## config.mk

```make
export PLATFORM = sky130hd
export DESIGN_NAME = fetch_decode_buffer
export DESIGN_NICKNAME = d
export VERILOG_FILES = /design/src/rtl/fetch_decode_buffer.sv
export SDC_FILE = /design/constraint.sdc
export NUM_CORES = 1
export LEC_CHECK = 0
export ABC_AREA = 1
export CAP_MARGIN = 10
export CORE_MARGIN = 5
export CORE_UTILIZATION = 52
export CTS_CLUSTER_SIZE = 20
export DETAILED_ROUTE_END_ITERATION = 12
export PLACE_DENSITY = 0.85
export SLEW_MARGIN = 20
export SYNTH_ARGS = -nofsm -noshare
export SYNTH_HDL_FRONTEND = slang
export SYNTH_SLANG_ARGS = --single-unit
```

## constraint.sdc

```tcl
create_clock -name clk -period 31.7 [get_ports clk]
set_input_delay 9.51 -clock clk [delete_from_list [all_inputs] [get_ports clk]]
set_output_delay 9.51 -clock clk [all_outputs]
set_load 0.02 [all_outputs]
```

## src/rtl/fetch_decode_buffer.sv

```systemverilog
// fetch_decode_buffer
//   Circular FIFO that decouples the fetch stage from the decode stage.
//   Each entry holds {instruction, PC, PC+4}. When the buffer is empty the
//   decode side sees a bubble (NOP_INSTR, PC=0, PC+4=0).
//
// Ports
//   clk       : rising-edge clock
//   rst       : synchronous active-high reset (highest priority)
//   flush     : redirect from execute; empties the buffer at the edge
//   in_valid  : fetch offers InstrF/PCF/PCPlus4F
//   InstrF    : fetched instruction
//   PCF       : PC of InstrF
//   PCPlus4F  : PCF + 4
//   in_ready  : buffer has room; fetch advances its PC on in_valid && in_ready
//   out_valid : head entry is valid toward decode
//   out_ready : decode accepts the head entry
//   InstrD    : head instruction or NOP_INSTR when empty
//   PCD       : head PC or 0 when empty
//   PCPlus4D  : head PC+4 or 0 when empty
//   count     : current occupancy
//
// Handshake: a transfer happens on a side exactly at a rising edge where both
// valid and ready are high. in_ready depends only on the registered count and
// out_valid/data only on registered state, so neither side has a
// combinational path from the other side's inputs. A flush in the same cycle
// cancels both transfers.

module fetch_decode_buffer #(
  parameter int DATA_WIDTH    = 32,
  parameter int ADDRESS_WIDTH = 32,
  parameter int DEPTH         = 2,
  parameter logic [DATA_WIDTH-1:0] NOP_INSTR = 32'h00000013,
  localparam int CW = $clog2(DEPTH + 1)
) (
  input  logic                     clk,
  input  logic                     rst,
  input  logic                     flush,
  input  logic                     in_valid,
  input  logic [DATA_WIDTH-1:0]    InstrF,
  input  logic [ADDRESS_WIDTH-1:0] PCF,
  input  logic [ADDRESS_WIDTH-1:0] PCPlus4F,
  output logic                     in_ready,
  output logic                     out_valid,
  input  logic                     out_ready,
  output logic [DATA_WIDTH-1:0]    InstrD,
  output logic [ADDRESS_WIDTH-1:0] PCD,
  output logic [ADDRESS_WIDTH-1:0] PCPlus4D,
  output logic [CW-1:0]            count
);

  localparam int PW = (DEPTH > 1) ? $clog2(DEPTH) : 1;
  localparam logic [PW-1:0] LAST_PTR = PW'(DEPTH - 1);
  localparam logic [CW-1:0] FULL_CNT = CW'(DEPTH);

  logic [DATA_WIDTH-1:0]    instr_mem [DEPTH];
  logic [ADDRESS_WIDTH-1:0] pc_mem    [DEPTH];
  logic [ADDRESS_WIDTH-1:0] pc4_mem   [DEPTH];

  logic [PW-1:0] wr_ptr;
  logic [PW-1:0] rd_ptr;
  logic [CW-1:0] cnt;

  logic push;
  logic pop;

  assign in_ready  = (cnt < FULL_CNT);
  assign out_valid = (cnt != '0);
  assign count     = cnt;

  assign push = in_valid && in_ready && !flush;
  assign pop  = out_valid && out_ready && !flush;

  // Explicit wrap compare keeps non-power-of-two depths correct.
  function automatic logic [PW-1:0] next_ptr(input logic [PW-1:0] p);
    return (p == LAST_PTR) ? '0 : p + PW'(1);
  endfunction

  always_ff @(posedge clk) begin
    if (rst || flush) begin
      wr_ptr <= '0;
      rd_ptr <= '0;
      cnt    <= '0;
    end else begin
      if (push) wr_ptr <= next_ptr(wr_ptr);
      if (pop)  rd_ptr <= next_ptr(rd_ptr);
      if (push && !pop)      cnt <= cnt + CW'(1);
      else if (pop && !push) cnt <= cnt - CW'(1);
    end
  end

  // Storage is not reset; contents are only observed through valid entries.
  always_ff @(posedge clk) begin
    if (push && !rst) begin
      instr_mem[wr_ptr] <= InstrF;
      pc_mem[wr_ptr]    <= PCF;
      pc4_mem[wr_ptr]   <= PCPlus4F;
    end
  end

  always_comb begin
    InstrD   = NOP_INSTR;
    PCD      = '0;
    PCPlus4D = '0;
    if (out_valid) begin
      InstrD   = instr_mem[rd_ptr];
      PCD      = pc_mem[rd_ptr];
      PCPlus4D = pc4_mem[rd_ptr];
    end
  end

endmodule

```

==> flow_metrics.tcl <==
set metrics [dict create \
    initial_utilization_pct 53.3 \
    route.detailed.drc 0 \
    post_cts_buffers 0 \
    crit_type "reg2out" \
    min-delay-start "wr_ptr$_SDFFE_PP0P_" \
    wl_met2_mm 8.62 \
    period_share_pct 39.7 \
    reg2reg_depth 4 \
    drt_iter0_markers 477 \
    comb_power_share_pct 8.8 \
    finalSetupTns_ps 0 \
    power_density_nw_per_um2 55.1 \
    placed_area_um2 9510 \
    core_um2 14000 \
    routed.top_layer "met4" \
    hold_buffers 0 \
    dr.pass1.iters 5 \
    cts_tree "built" \
    via_per_inst 5.30 \
    clock_power_share_pct 38.7 \
    grt.overflow.total 0 \
    clockBufferDepth 2 \
    dp.final_hpwl_mm 10.9 \
    startpoint_type "register" \
    dieWidth_um 130 \
    cp_data_required_time_ps 22190 \
    maxCapViolCount 0 \
    hold_class "reg2reg" \
    cp_max_fo 97 \
    wire_per_inst_um 18.2 \
    hold_viol_final 0 \
    final_area_um2 10100 \
    maxSlewHeadroom_pct 28.8 \
    syn_avg_cell_area_um2 13.5 \
    rsz0062_at_grt "false" \
    ant_nets 0 \
    synth_cell_type_count 16 \
    die_y_um 130 \
    grt_pass1_vias 5034 \
    gp_congestion 0.846 \
    wl_met1_mm 6.39 \
    wl_met3_mm 1.84 \
    dieArea_um2 16800 \
    ys_ff_latch 197 \
    rows 43 \
    final_cell_mix "200 x clkdlybuf4s50_1, 199 x nand2_1, 192 x edfxtp_1, 94 x a21oi_1, 17 x clkbuf_16" \
    yosysWarnings 0 \
    portBuffers 200 \
    tightestPinTransition_ps 1070 \
    cts_buffers 17 \
    h-tree-depth 4 \
    seq_area_frac_synth_pct 78.7 \
    synth_cells 552 \
    num-nets-final 848 \
    cts_root_buf "clkbuf_16" \
    clock.fmax_ghz 0.0795 \
    mappedNetlistNets 654 \
    r2r_end "pc_mem[1][13]$_DFFE_PP_" \
    grt_max_degree 98 \
    arrival_ps 3070 \
    grt_pass1_wl_mm 25.6 \
    ioPinCount 201 \
    grt_antenna_before_repair 0 \
    p_int_uw 446 \
    outcome "finished, final reports clean" \
    drive_gt1_share_pct 4.89 \
    period_minus_slack_ps 12580 \
    fin_skew_ps 9.93 \
    regToRegSetupSlack_ps 29870 \
    p_sw_share_pct 20.1 \
    seqPwrFrac_pct 52.5 \
    finalWirelength_mm 17.1 \
    utilization_pct 72.4 \
    power_switching_uw 112 \
    synthesis.area_um2 7460 \
    clk_latency_ps 420 \
    leakage_uw 0.00349 \
    hold_depth 2 \
    antenna_cells 0 \
    timing.rr.start "count[1]$_SDFFE_PP0P_" \
    synthToLayoutAreaGrowth_pct 35.8 \
    final-setup-viol-count 0 \
    gr-usage-all-layers_pct 20.2 \
    hold_path_end "wr_ptr$_SDFFE_PP0P_" \
    slew_viol_final 0 \
    clkTransAtPathRegs_ps 60 \
    mostFrequentLayoutCell "clkdlybuf4s50_1" \
    clock_sinks 197 \
    cts_resized 0 \
    cp-end-kind "output port" \
    peakVddDrop_mv 0.0385 \
    vias 4968 \
]
## layout make-up
type	count	area, um2
well taps	180	225
multi-input cells	313	1330
clock buffers	20	437
inverters	11	43.8
fillers	866	3860
clock inverters	10	158
flip-flops and latches	197	5870
repair buffers	206	2060
## worst max-delay path, cell delays in order (launching register included)
cell             delay [ps]
dfxtp_4                 640
inv_4                   860
nand2_1                 130
a21oi_1                 290
clkdlybuf4s50_1         670
## power groups by stage
stage / sequential (uW) / clock (uW) / combinational [uW]
after floorplan: 299 / 0 / 20.3
after global placement: 298 / 0 / 47.2
after detailed placement: 298 / 0 / 48.6
after CTS: 293 / 219 / 49.1
after global routing: 293 / 231 / 52.4
final: 293 / 216 / 49.1
## worst max path at each step
stage / from / end / slack, ps / cells past startpoint
3_3_place_gp: count[1]$_SDFFE_PP0P_ / InstrD[4] / 19450 / 5
6_report: register / PCD[15] / 19120 / 4
4_1_cts: count[1]$_SDFFE_PP0P_ / InstrD[0] / 18890 / 5
5_1_grt: register / InstrD[31] / 18870 / 4
3_5_place_dp: count[1]$_SDFFE_PP0P_ / InstrD[0] / 19370 / 5
2_1_floorplan: flush / instr_mem[0][0]$_DFFE_PP_ / 14840 / 3
## sequential cells by signal (all words and copies together) (netlist names), named ones only
| signal | cells |
|---|---|
| count | 2 |
| instr_mem | 64 |
| pc4_mem | 64 |
| wr_ptr | 1 |
| rd_ptr | 1 |
| pc_mem | 64 |
## layer usage
| layer | up-vias | global-route usage, % |
|---|---|---|
| met4 | 0 | 6.91 |
| met3 | 20 | 7.45 |
| li1 | 2325 | - |
| met2 | 234 | 33.6 |
| met1 | 2389 | 24.5 |
| met5 | - | 0 |
## Yosys cell counts (all sizes together)
| library cell | number | share of area (%) |
|---|---|---|
| nor2 | 9 | 0.49 |
| buf | 31 | 3.1 |
| nand3 | 5 | 0.34 |
| dfxtp | 5 | 1.3 |
| edfxtp | 192 | 77 |
| nor3 | 2 | 0.13 |
| ha | 1 | 0.17 |
| inv | 11 | 0.59 |
| a21oi | 94 | 6.3 |
| nand4 | 1 | 0.084 |
| nand2 | 199 | 10 |
| o21ai | 2 | 0.13 |
## metrics by stage
| step | setup WS [ps] | instances | total power (uW) | hold WS, ps |
|---|---|---|---|---|
| after floorplan | 14840 | 552 | 319 | 467 |
| after global placement | 19450 | 906 | 345 | 477 |
| after detailed placement | 19370 | 906 | 347 | 503 |
| after CTS | 18890 | 936 | 561 | 531 |
| after global routing | 18870 | 937 | 576 | 558 |
| final | 19120 | 937 | 558 | 538 |
## cells by family (layout without fill, tap and decap cells)
kind of cell | count (synthesis) | after routing | share of synthesized area, %
simple gates | 216 | 216 | 11.1
buf+inv | 42 | 247 | 3.67
fa+ha+maj | 1 | 1 | 0.168
compound gates | 96 | 96 | 6.44
flops | 197 | 197 | 78.7
Power figures use the tool's default switching activity.
